[src/rtl/fft_axis_pkg.sv]
// Shared types, constants and width helper for the FFT AXI4-Stream datapath blocks.
package fft_axis_pkg;

  localparam int FLOAT_W       = 32;
  localparam int DEF_FRAME_LEN = 10;

  localparam logic [FLOAT_W-1:0] F_4    = 32'h4080_0000;
  localparam logic [FLOAT_W-1:0] F_16   = 32'h4180_0000;
  localparam logic [FLOAT_W-1:0] F_64   = 32'h4280_0000;
  localparam logic [FLOAT_W-1:0] F_256  = 32'h4380_0000;
  localparam logic [FLOAT_W-1:0] F_1024 = 32'h4480_0000;
  localparam logic [FLOAT_W-1:0] F_4096 = 32'h4580_0000;

  // Bits needed to index n items; never less than 1.
  function automatic int width_of(input int n);
    int w;
    w = 1;
    for (int i = 1; i < 31; i++) begin
      if ((1 << i) < n) w = i + 1;
    end
    return w;
  endfunction

endpackage

[src/rtl/axis_frame_tagger.sv]
// Counts output beats into frames: drives tlast, a frame_done pulse and the frame counter.
module axis_frame_tagger
  import fft_axis_pkg::*;
#(
  parameter int FRAME_LEN = DEF_FRAME_LEN,
  parameter int FCNT_W    = 16
) (
  input  logic              aclk,
  input  logic              areset,
  input  logic              clr,
  input  logic              pop,
  input  logic              valid,
  output logic              tlast,
  output logic              frame_done,
  output logic [FCNT_W-1:0] frame_cnt
);

  localparam int BEAT_W = width_of(FRAME_LEN);
  localparam logic [BEAT_W-1:0] LAST_BEAT = BEAT_W'(FRAME_LEN - 1);
  localparam logic [BEAT_W-1:0] BEAT_ONE  = BEAT_W'(1);
  localparam logic [FCNT_W-1:0] FCNT_ONE  = FCNT_W'(1);

  logic [BEAT_W-1:0] beat;
  logic              end_beat;

  assign end_beat = (beat == LAST_BEAT);
  assign tlast    = valid && end_beat;

  always_ff @(posedge aclk or posedge areset) begin
    if (areset) begin
      beat       <= '0;
      frame_done <= 1'b0;
      frame_cnt  <= '0;
    end else if (clr) begin
      // Flush restarts the frame but keeps the history of completed frames.
      beat       <= '0;
      frame_done <= 1'b0;
    end else begin
      frame_done <= pop && end_beat;
      if (pop) begin
        beat <= end_beat ? '0 : beat + BEAT_ONE;
        if (end_beat) frame_cnt <= frame_cnt + FCNT_ONE;
      end
    end
  end

endmodule

[src/rtl/mult_result_buffer.sv]
// First-word fall-through elastic buffer behind the FP multiplier, with frame tagging on output.
module mult_result_buffer
  import fft_axis_pkg::*;
#(
  parameter int DATA_W    = FLOAT_W,
  parameter int DEPTH     = 16,
  parameter int FRAME_LEN = DEF_FRAME_LEN,
  parameter int FCNT_W    = 16
) (
  input  logic                     aclk,
  input  logic                     areset,
  input  logic                     clr,
  input  logic                     s_axis_tvalid,
  output logic                     s_axis_tready,
  input  logic [DATA_W-1:0]        s_axis_tdata,
  output logic                     m_axis_tvalid,
  input  logic                     m_axis_tready,
  output logic [DATA_W-1:0]        m_axis_tdata,
  output logic                     m_axis_tlast,
  output logic [width_of(DEPTH):0] level,
  output logic                     frame_done,
  output logic [FCNT_W-1:0]        frame_cnt
);

  localparam int ADDR_W = width_of(DEPTH);
  localparam logic [ADDR_W:0] PTR_ONE = (ADDR_W + 1)'(1);

  logic [DATA_W-1:0] mem [DEPTH];
  logic [ADDR_W:0]   wr_ptr, rd_ptr;
  logic              full, empty, push, pop;

  // Wrap bit distinguishes full from empty when the index bits coincide.
  assign empty = (wr_ptr == rd_ptr);
  assign full  = (wr_ptr[ADDR_W-1:0] == rd_ptr[ADDR_W-1:0]) && (wr_ptr[ADDR_W] != rd_ptr[ADDR_W]);

  assign s_axis_tready = !full;
  assign m_axis_tvalid = !empty;
  assign m_axis_tdata  = mem[rd_ptr[ADDR_W-1:0]];

  assign push = s_axis_tvalid && !full;
  assign pop  = !empty && m_axis_tready;

  always_ff @(posedge aclk or posedge areset) begin
    if (areset) begin
      wr_ptr <= '0;
      rd_ptr <= '0;
      level  <= '0;
    end else if (clr) begin
      wr_ptr <= '0;
      rd_ptr <= '0;
      level  <= '0;
    end else begin
      if (push) wr_ptr <= wr_ptr + PTR_ONE;
      if (pop)  rd_ptr <= rd_ptr + PTR_ONE;
      case ({push, pop})
        2'b10:   level <= level + PTR_ONE;
        2'b01:   level <= level - PTR_ONE;
        default: level <= level;
      endcase
    end
  end

  // Payload storage carries no reset; occupancy is tracked by the pointers alone.
  always_ff @(posedge aclk) begin
    if (push && !clr) mem[wr_ptr[ADDR_W-1:0]] <= s_axis_tdata;
  end

  axis_frame_tagger #(
    .FRAME_LEN(FRAME_LEN),
    .FCNT_W   (FCNT_W)
  ) u_tagger (
    .aclk      (aclk),
    .areset    (areset),
    .clr       (clr),
    .pop       (pop),
    .valid     (m_axis_tvalid),
    .tlast     (m_axis_tlast),
    .frame_done(frame_done),
    .frame_cnt (frame_cnt)
  );

endmodule

[config.mk]
export PLATFORM = sky130hd
export DESIGN_NAME = mult_result_buffer
export DESIGN_NICKNAME = d
export VERILOG_FILES = /design/src/rtl/fft_axis_pkg.sv /design/src/rtl/axis_frame_tagger.sv /design/src/rtl/mult_result_buffer.sv
export SDC_FILE = /design/constraint.sdc
export NUM_CORES = 1
export LEC_CHECK = 0
export CORE_ASPECT_RATIO = 0.5
export CORE_MARGIN = 2
export CORE_UTILIZATION = 44
export CTS_BUF_LIST = sky130_fd_sc_hd__clkbuf_16
export CTS_CLUSTER_SIZE = 8
export DETAILED_ROUTE_END_ITERATION = 12
export PLACE_DENSITY = 0.63
export RECOVER_POWER = 50
export SYNTH_ARGS = -nofsm -noshare
export SYNTH_HDL_FRONTEND = slang
export SYNTH_SLANG_ARGS = --single-unit
[constraint.sdc]
create_clock -name aclk -period 6.3 [get_ports aclk]
set_clock_uncertainty 0.2 [all_clocks]
set_input_delay 1.26 -clock aclk [delete_from_list [all_inputs] [get_ports aclk]]
set_output_delay 1.26 -clock aclk [all_outputs]
set_load 0.05 [all_outputs]
After elaboration in Yosys (flattened, before gate mapping)

Memories as Yosys holds them, arrays and structs flattened.
Cells that the tools add are included.

Register bits: 36
RAM bits: 512
Bits of input ports: 37
Output and inout port bits: 57
Logic and storage cells: 45
Memories: 1

Add/sub/neg operators: 6
Equality and inequality tests: 6
Mux-type cells: 12
Bitwise logic cells: 1
Reduce and logical (&&, ||, !) cells: 13

Memory list:

| name | words | bits a word | rd ports | clocked after Yosys merged registers in | write ports | line                     | source |
|---|---|---|---|---|---|---|---|
| mem  | 16    | 32          | 1        | 0                                       | 1           | mult_result_buffer.sv:28 | `logic [DATA_W-1:0] mem [DEPTH];` |

Operator list:

| kind                                             | number |
|---|---|
| 2-to-1 mux 5 bit                                 | 5 |
| adder 16 x 1 -> 16 bit, second input constant    | 1 |
| adder 5 x 1 -> 5 bit, second input constant      | 3 |
| 2-to-1 mux 4 bit                                 | 3 |
| one-hot mux 5 bit (2 select lines)               | 1 |
| logical AND 1 bit                                | 6 |
| == test 5 bit                                    | 1 |
| subtractor 5 x 1 -> 5 bit, second input constant | 1 |
| adder 4 x 1 -> 4 bit, second input constant      | 1 |
| == test 4 bit                                    | 1 |
| == test 4 bit, second input constant             | 1 |
| nonzero test 2 bit                               | 2 |
| logical NOT 1 bit                                | 3 |
| 2-to-1 mux 1 bit                                 | 3 |
| AND reduction 3 bit                              | 1 |
| nonzero test 3 bit                               | 1 |
| == test 2 x 1 -> 1 bit, second input constant    | 1 |
| == test 2 bit, second input constant             | 1 |
| != test 1 bit                                    | 1 |
| inverter 1 bit                                   | 1 |

Longest topological paths before layout

Depth after elaboration: 7
Gate-level depth with buffers: 12
Depth with buffers taken out: 11

By module

Synthesis repeated with hierarchy kept, for this count alone.

Cell total of the unflattened synthesis: 1043
Area total of the unflattened synthesis: 21692.1 sq um

Modules (own cells, without submodules):

| module             | times used | cells an instance | area each (sq um) | seq. area each (sq um) |
|---|---|---|---|---|
| mult_result_buffer | 1          | 956               | 20666.1           | 15750.1 |
| axis_frame_tagger  | 1          | 87                | 1026.0            | 525.5 |

Worst setup path after synthesis

No wires, ideal clock.

Path type: input port to flip-flop
From: in clr
To: mem mem[3][0] (netlist bit) (enable)
Library setup time: 0.461 ns
Arrival time: 3.825 ns
Required time: 5.639 ns
Setup slack: 1.814 ns
Cell stages on the path: 3
Path buffers: 0
Cells stage by stage: and3b_1 -> nand2_1 -> nor3_1

Word-level cells in the longest chain between the ends: 4

RTL lines:

| item                                   | line                     | source |
|---|---|---|
| start, declared                        | mult_result_buffer.sv:12 | `input logic clr,` |
| logical NOT 1 bit                      | mult_result_buffer.sv:65 | `if (push && !clr) mem[wr_ptr[ADDR_W-1:0]] <= s_axis_tdata;` |
| logical AND 1 bit                      | mult_result_buffer.sv:65 |  |
| 2-to-1 mux 1 bit                       | mult_result_buffer.sv:65 |  |
| 2-to-1 mux 1 bit (not written as such) | mult_result_buffer.sv:65 |  |
| end, declared                          | mult_result_buffer.sv:28 |  |

No other way between the ends.

Final worst setup path

From: reg rd_ptr[0]
To: out m_axis_tdata[0]

Word-level cells in the longest chain between the ends: 1

RTL lines:

| item                   | line                     | source |
|---|---|---|
| start, declared        | mult_result_buffer.sv:29 | `logic [ADDR_W:0] wr_ptr, rd_ptr;` |
| start signal, assigned | mult_result_buffer.sv:54 | `if (pop) rd_ptr <= rd_ptr + PTR_ONE;` |
| memory (16 x 32 bit)   | -                        |  |
| end, declared          | mult_result_buffer.sv:18 | `output logic [DATA_W-1:0] m_axis_tdata,` |

No other way between the ends.

==> out/summary.txt <==
Status -> finished with violations
Failing checks -> max-capacitance violations, max-slew violations
Hold Path Class -> reg2reg
Maximum vdd drop -> 0.172 mV
Fillers -> 3,692
I/O Buffers -> 93
Post-CTS setup buffers -> 0
Clock Power Share -> 41.0%
Hold_buf cts -> 0
Total power -> 8900 uW
Sw frac -> 23.5%
Via count -> 10.4k
First-pass GRT wire length -> 69,600 um
Pint -> 6810 uW
Final WS setup -> 1.07 ns
Layout cell share with drive strength beyond 1 -> 22.6%
Number of iterations in the first detailed-routing pass -> 4
Vias per cell -> 5.64
Placed cell areas -> 23,400 um2
H-tree Lvls -> 3
Cell Area, Synth -> 21,500 um2
TritonCTS clock tree -> done
Hold_ws -> 0.273 ns
Total global-route track usage -> 18.7%
Slew Viols, Final -> 37
# DRC -> 0
Placeable Area -> 48,400 um2
Drt total wl -> 45,600 um
Comb pwr share -> 12.9%
Layout Nets -> 1,230
Die W -> 317 um
Max frequency -> 0.191 GHz
Final Hold Fails -> 0
Number of nets with antenna violations after routing -> 0
Worst Path Arrival -> 3.77 ns
Max Buffers Root-to-Sink -> 3
Height of the die -> 160 um
Synth-to-Final Area Change -> 18.6%
Setup CP Type -> reg2out
GRT overflow -> 0
Slew Limit Headroom -> -33.0%
Design area -> 25,500 um2
Clock Sink Count -> 548
Endpoint kind of the worst setup timing path -> output port
Switching power total -> 2100 uW
Pre-CTS setup slack -> 1.54 ns
Critical Path RT -> 4.84 ns
Crit path launch type -> flop
Reg2reg start -> rd_ptr[0]$_DFFE_PP0P_
Max Cap Violations -> 1
Initial core utilization -> 44.4%
Synth unique cells -> 46
Yosys warns -> 0
Number of synthesized flops with an enable pin -> 512
#FFs+latches synth -> 548
Final Cycle Share -> 82.9%
Synthesized Nets -> 1,081
Vias in the first global route -> 11.0k
Syn Inst Count -> 1,032
Crit Path Max Fanout -> 39
Largest net degree at the start of global routing -> 75
Final worst path period need -> 5.23 ns
CTS buffer count -> 78
Antenna violations before repair -> 4
Cell Rows -> 57
Root Driver -> clkbuf_16
Share of synthesized registers carrying an async set or reset -> 6.57%
DR iter-0 viols -> 1,099
Post-Syn Area per Cell -> 20.8 um2
Top Ports -> 94
Clk slew on worst S/H paths -> 0.05 ns
Hold wc startpoint -> u_tagger.frame_cnt[15]$_DFFE_PP0P_
Worst-Margin Slew -> 1.99 ns
Crit path from -> rd_ptr[0]$_DFFE_PP0P_
Avg WL per Cell -> 24.7 um
Lkg Pwr -> 0.00813 uW
Setup Viol. Count Final -> 0
Sequential share of the synthesized area -> 75.7%
Primary FF master, synth -> edfxtp_1
Die area -> 50,800 um2
Unrepaired setup endpoints after global routing -> false
Post-DP HPWL -> 24,800 um
Resized Gates After CTS -> 0
P per Cell Area -> 349 nW/um2
Flop pwr share -> 46.1%
Worst-Skew Late Latency -> 0.58 ns
Final Wtd Congestion -> 0.744
Setup TNS -> 0 ns
-- layer usage --
metal | share of wire, % | global-route usage [%]
met2 | 49 | 29.7
met3 | 5.9 | 4.11
met4 | 1.8 | 5.25
met1 | 44 | 26.2
met5 | 0 | 0
-- Yosys cell counts (2+ instances only) --
cell        n  area, um2
inv_1      11       41.3
nor4_2      2       25.0
nor2_1     33        124
buf_4       4       30.0
xor2_1     20        175
xnor2_1     9       78.8
o21bai_1    2       15.0
clkbuf_1   32        120
edfxtp_1  512      15400
and3b_1     2       17.5
nand3_1     4       20.0
mux4_2    128       2880
a21oi_1    38        190
or3_1       3       18.8
ha_1       11        138
nor3_1      9       45.0
dfrtp_1    36        901
nand2_1    24       90.1
buf_6       2       22.5
xor2_2      2       32.5
buf_2      13       65.1
o21ai_0     2       10.0
mux2i_1    35        350
nand4_1     6       37.5
nor4_1      2       12.5
nor2b_1    34        213
a21boi_1    2       15.0
nand2b_1    4       25.0
mux2_4      2       30.0
a211oi_1   32        240
-- critical path, stage by stage (launching register included) --
cell and delay (ns):
dfrtp_4 0.88, buf_12 0.38, mux4_2 0.54, nor2b_1 0.14, a211oi_1 0.42, a21oi_1 0.08
clkdlybuf4s50_1 0.73
-- state kept, by name, summed over array words and instances, names as in the netlist --
signal               flops
rd_ptr                   5
mem                    512
u_tagger.frame_cnt      16
wr_ptr                   5
level                    5
u_tagger.frame_done      1
u_tagger.beat            4
-- layout make-up --
type	instances	area, um2	area share, %
clock buffers	79	1980	7.75
repair buffers	122	1220	4.78
diodes	2	5.00	0.0196
flip-flops and latches	548	16300	63.9
clock inverters	17	125	0.491
well taps	649	812	3.18
inverters	11	41.3	0.162
multi-input cells	420	5030	19.7
-- final timing paths --
kind / slack (ns) / endpoint / depth (start not counted)
max: 1.07 / m_axis_tdata[0] / 6
max in group asynchronous: 2.82 / rd_ptr[2]$_DFFE_PP0P_ / 3
max reg2reg: 2.07 / mem[8][22]$_DFFE_PP_ / 8
min reg2reg: 0.27 / u_tagger.frame_cnt[15]$_DFFE_PP0P_ / 1
min: 0.27 / u_tagger.frame_cnt[15]$_DFFE_PP0P_ / 1
min in group asynchronous: 1.66 / u_tagger.frame_cnt[0]$_DFFE_PP0P_ / 3
-- through the flow --
step	util [%]	cells
2_1_floorplan	-	1032
3_3_place_gp	48.3	1749
3_5_place_dp	48.3	1749
4_1_cts	52.7	1845
5_1_grt	52.7	1847
6_report	52.7	1848
-- kinds of logic after synthesis --
kind of cell | share of synthesized area [%]
AO/OA/AOI/OAI | 2.36
AND/OR/NAND/NOR | 3.28
flip-flops | 75.7
adder cells (fa/ha/maj) | 0.733
multiplexers | 15.3
XOR/XNOR | 1.33
buffers and inverters | 1.36
-- layout by cell type (no fill, tap or decap), types with 32 or more instances in the layout --
| cell type | instances |
|---|---|
| dlygate4sd3_1 | 34 |
| clkdlybuf4s50_1 | 59 |
| mux4_2 | 128 |
| a21oi_1 | 39 |
| dfrtp_1 | 32 |
| mux2i_1 | 35 |
| nor2b_1 | 34 |
| edfxtp_1 | 512 |
| a211oi_1 | 32 |
| clkbuf_16 | 79 |
-- power groups by stage --
stage	registers [uW]	logic, uW	clock network [uW]
floorplan	4140	859	0
global placement	4170	1160	0
detailed placement	4170	1170	0
CTS	4110	1180	3720
global route	4110	1230	3880
finish	4110	1150	3650
No activity file was read; power rests on OpenSTA's default activity.
==> variant 1, RTL diff (config.mk and constraints unchanged) <==
Make the reset (`areset`) synchronous in 2 clocked blocks.
--- a/src/rtl/axis_frame_tagger.sv
+++ b/src/rtl/axis_frame_tagger.sv
@@ -28,3 +28,3 @@
 
-  always_ff @(posedge aclk or posedge areset) begin
+  always_ff @(posedge aclk) begin
     if (areset) begin
--- a/src/rtl/mult_result_buffer.sv
+++ b/src/rtl/mult_result_buffer.sv
@@ -42,3 +42,3 @@
 
-  always_ff @(posedge aclk or posedge areset) begin
+  always_ff @(posedge aclk) begin
     if (areset) begin
Function: differs if areset is asserted again (counterexample within 4 cycles, from zero or initial values and one cycle with areset high); with areset held inactive, the same outputs for 4 cycles.
==> variant 1 against the unedited design <==
- critical path depth shrank 1
- sequential cell count grew 4
- setup slack gained 39 ps
- area after synthesis shrank 0.50%
- design area shrank 0.97%
- routed wire length shrank 1.2%
- final cell count shrank 4.8%
- largest cell class unchanged
Power is not compared: it rests on default switching activity, and its combinational part moved more than twofold at a synthesized area within 25%.
==> variant 1: results (changes against the unedited design) <==
outcome complete, no violations; clk buf depth 3 (unchanged); highest-delay cell along the critical path nand4_1; R2R Setup Slk 1740 ps (-330 ps); routability cong. 0.739 (-0.73%); Tightest Hold Check Type flop to flop; Detailed Routing Iterations Pass 1 7 (+3); vias in the first global route 10,803 (-1.4%); placed cells 1,664 (-4.9%); Worst Hold End u_tagger.frame_cnt[15]; Critical R2R Launch wr_ptr[2]; crit path max fanout 24 (-38%); initial detailed-routing violation count 841 (-23%); Syn. warnings 0 (unchanged); Top FF cell, synth edfxtp_1; R2R Path End level[4]; Clock Tree Root clkbuf_16; Post-DP Area 0.0232 sq mm (-0.95%); Largest register FFs 512 (unchanged); Avg Cell Area, Syn 22.6 sq um (+8.3%); Final Net Count 1,143 (-7.1%); Synthesized Nets 996 (-7.9%); worst hold path depth 2 (+1); post-CTS setup buffer count 0 (unchanged); Via density 5.69 (+1.0%); top post-synthesis cells by count edfxtp_1 (512), mux4_2 (136), nor2_1 (43); HPWL after detailed placement 23.8 mm (-3.9%); Slew HR 6.72% (+40 points); Routed WL 45.1 mm (-1.2%); CTS HTree Levels 3 (unchanged); number of flops mapped to enable cells by yosys 512 (unchanged); Reg clk slew, reported paths 50 ps (about the same); Area contributors post-synth edfxtp_1 (72%), mux4_2 (14%), dfxtp_1 (3.7%); R2R cell count 11 (+3); register area share after synthesis 75.6% (-0.087 points); via count 10,016 (-3.8%); Netlist cell types 44 (-4.3%); cts bufs inserted 78 (unchanged); Max IR drop VDD 0.000172 V; Layout fillers 3,654 (-1.0%); crit path DAT 3730 ps (-40 ps); Leakage Power 7.85 nW; Worst-Skew Late Latency 590 ps; Hold Crit Start u_tagger.frame_cnt[15]; layout cell share with drive strength beyond 1 23.8% (+1.2 points); first-pass GRT wire length 68.5 mm (-1.5%); initial antenna violation count 2 (-2); ys async rst share 0% (-6.6 points); GRT Overall Usage 18.5% (-0.15 points); largest net degree at the start of global routing 70 (-6.7%); max incr delay on CP 810 ps (-70 ps); # resized after CTS 0 (unchanged); port bufs 93 (unchanged)
variant 1: cell types whose count changed in the layout (fill, tap and decap cells not counted), sizes merged, moves of 9 or more:
cell | before | now
dfxtp | 0 | 40
o211ai | 0 | 9
nor2b | 34 | 2
mux4 | 128 | 160
mux2i | 35 | 2
nor2 | 34 | 44
o2111ai | 0 | 12
a211oi | 33 | 0
a21oi | 39 | 7
dfrtp | 36 | 0
nand2 | 24 | 7
variant 1: kinds of logic after synthesis:
family	share of synthesized area [%]
AO/OA/AOI/OAI	1.33
XOR/XNOR	1.31
adder cells (fa/ha/maj)	0.678
buffers and inverters	1.57
flip-flops	75.6
multiplexers	17.4
AND/OR/NAND/NOR	2.18
variant 1: how the worst max path moves through the flow:
stage               slack (ps)     startpoint         endpoint  depth (start not counted)
global placement          1830           flop  m_axis_tdata[3]                          4
CTS                       1150           flop  m_axis_tdata[3]                          4
floorplan                 1770  s_axis_tvalid        mem[0][0]                          4
detailed placement        1780           flop  m_axis_tdata[3]                          4
finish                    1110      wr_ptr[2]    m_axis_tvalid                          5
global route               780      wr_ptr[2]    m_axis_tvalid                          5
variant 1: stage by stage:
stage          worst slack [ps]  hold slack (ps)
3_3_place_gp               1830              272
4_1_cts                    1150              305
6_report                   1110              301
3_5_place_dp               1780              290
2_1_floorplan              1770              279
5_1_grt                     779              304
variant 1: power breakdown:
group	leakage [nW]	internal, mW	switching, mW
combinational	1.86	0.0854	0.147
sequential	4.94	4.03	0.00701
clock	1.06	2.19	1.44
total	7.85	6.31	1.60
variant 1: area by class of cell:
type                            count  area, sq um  share of cell area (%)
Sequential cell                   552        16200                    64.1
Clock inverter                     16          138                   0.545
Inverter                            8         30.0                   0.119
Clock buffer                       78         1950                    7.73
Antenna cell                        1         2.50                 0.00991
Timing Repair Buffer              117         1150                    4.55
Multi-Input combinational cell    338         4990                    19.7
Tap cell                          649          812                    3.22
variant 1: metal layers:
layer  global-route usage, %  vias up  part of all wire, %
met5                       0        -                    0
met4                    4.89        0                  1.9
met3                    3.82       75                  5.3
met2                    27.9      280                   47
met1                    27.7     5373                   46
li1                        -     4288                    -
variant 1: worst max-delay path, delay by kind of cell, from the launching register on:
family / cells / cell delay, ps
simple gates: 2 / 1430
buf+inv: 2 / 940
flops: 1 / 580
xor+xnor: 1 / 170
==> variant 2, RTL diff (same flow settings) <==
Without the edit above. Change the parameter `DEPTH` from 16 to 8.
--- a/src/rtl/mult_result_buffer.sv
+++ b/src/rtl/mult_result_buffer.sv
@@ -5,3 +5,3 @@
   parameter int DATA_W    = FLOAT_W,
-  parameter int DEPTH     = 16,
+  parameter int DEPTH     = 8,
   parameter int FRAME_LEN = DEF_FRAME_LEN,
Interface: changed (resized level); port bits go from 94 to 93. The function was not compared with the original's and may differ.
==> variant 2 against the unedited design <==
- the flow still finishes with violations (capacitance limit, slew limit)
- die area is 46% lower
- area after synthesis is 47% lower
- sequential cell count is 259 lower
- largest power group unchanged
- non-clock buffer count is 17 lower
- routed wire length is 53% lower
- highest routed layer unchanged
- design area is 45% lower
- via count is 47% lower
- maximum frequency is 1.5% lower
- sequential share of layout area is 2.6 points lower
- setup slack worse by 79 ps
- global-route usage is 2.3 points lower
- clock power is 46% lower
- power is 45% lower
==> variant 2: results (changes against the unedited design) <==
register area share after synthesis 74.7% (-1.0 points); placed cells 972 (-44%); max-cap viol count 2 (+1); top post-synthesis cells by count edfxtp_1 (256), mux4_2 (64), dfrtp_1 (33), mux2_2 (33), nor2_1 (23); Netlist cell types 42 (-8.7%); Comb group 766 uW (-33%); initial antenna violation count 0 (-4); Final Net Count 717 (-42%); cts bufs inserted 42 (-46%); layout cell share with drive strength beyond 1 24.2% (+1.6 points); port bufs 92 (-1.1%); routability cong. 0.711 (-4.4%); via count 5,481 (-47%); crit path max fanout 37 (-5.1%); Area contributors post-synth edfxtp_1 (67%), mux4_2 (13%), dfrtp_1 (7.2%); highest-delay cell along the critical path dfrtp_1; R2R cell count 9 (+1); met2 routed WL 10.2 mm (-54%); Clk. pwr 1.97 mW (-46%); first-pass GRT wire length 33.8 mm (-51%); met2 Track Usage GR 25.5% (-4.2 points); Largest register FFs 256 (-50%); initial detailed-routing violation count 375 (-66%); ys async rst share 11.4% (+4.8 points); worst slew pin tran 1860 ps (-131 ps); Max IR drop VDD 0.000182 V (+5.5%); largest net degree at the start of global routing 45 (-40%); ant diodes 0 (-2); Routed WL 21.6 mm (-53%); CTS HTree Levels 2 (-1); number of flops mapped to enable cells by yosys 256 (-50%); GRT Overall Usage 16.4% (-2.3 points); failing checks capacitance limit, slew limit; vias in the first global route 5,746 (-48%); Layout fillers 1,983 (-46%); pwr/cell area 354 mW/mm^2 (+1.5%); met3 wire length 883 um (-67%); Slew Limit Fails 71 (+92%); HPWL after detailed placement 12.0 mm (-52%); Synthesized Nets 595 (-45%); Layout Cells excl Fill 1,031 (-44%); Leakage Power 4.63 nW (-43%); outcome complete, but fails checks; Post-Synthesis Cells 550 (-47%); GRT met3 Usage 3.75% (-0.35 points)
variant 2: cell types whose count changed in the layout (fill, tap and decap cells not counted), moves of 31 or more:
cell,delta
clkbuf_16,-37
a211oi_1,-31
mux4_2,-64
mux2_2,+32
mux2i_1,-33
edfxtp_1,-256
a21oi_1,-33
nor2b_1,-34
variant 2: per-stage QoR:
stage	hold WS, ps	cell area, sq um	setup slack [ps]	util, %
final	280	13900	996	54.8
after global routing	301	13900	834	54.8
after CTS	285	14000	1460	55.2
after detailed placement	278	12800	1980	50.5
after global placement	260	12800	1930	50.5
after floorplan	333	11400	1540	-
variant 2: cell families (layout without fill, tap and decap cells):
| group | count (synthesis) | after routing | synth area share (%) |
|---|---|---|---|
| compound gates | 18 | 18 | 1.15 |
| fa+ha+maj | 8 | 8 | 0.944 |
| mux | 99 | 99 | 16.1 |
| buf+inv | 32 | 169 | 1.27 |
| flops | 289 | 289 | 74.7 |
| xor+xnor | 28 | 28 | 2.35 |
| simple gates | 76 | 76 | 3.53 |
variant 2: worst paths after layout:
path,from,end,slack [ps]
setup / recovery,rd_ptr[1],m_axis_tdata[29],1000
hold / removal,u_tagger.frame_cnt[15],u_tagger.frame_cnt[15],280
setup reg to reg,rd_ptr[1],level[3],1990
hold reg to reg,u_tagger.frame_cnt[15],u_tagger.frame_cnt[15],280
max in group asynchronous,areset,rd_ptr[0],3010
min in group asynchronous,areset,level[0],1620
variant 2: final cells by class:
type	count	area [sq um]	share of cell area (%)
clock buffer	42	1050	7.56
clock inverter	17	116	0.837
inverter	5	18.8	0.135
multi-input combinational	229	2730	19.6
sequential	289	8520	61.3
tap	344	430	3.10
timing repair buffer	105	1040	7.45
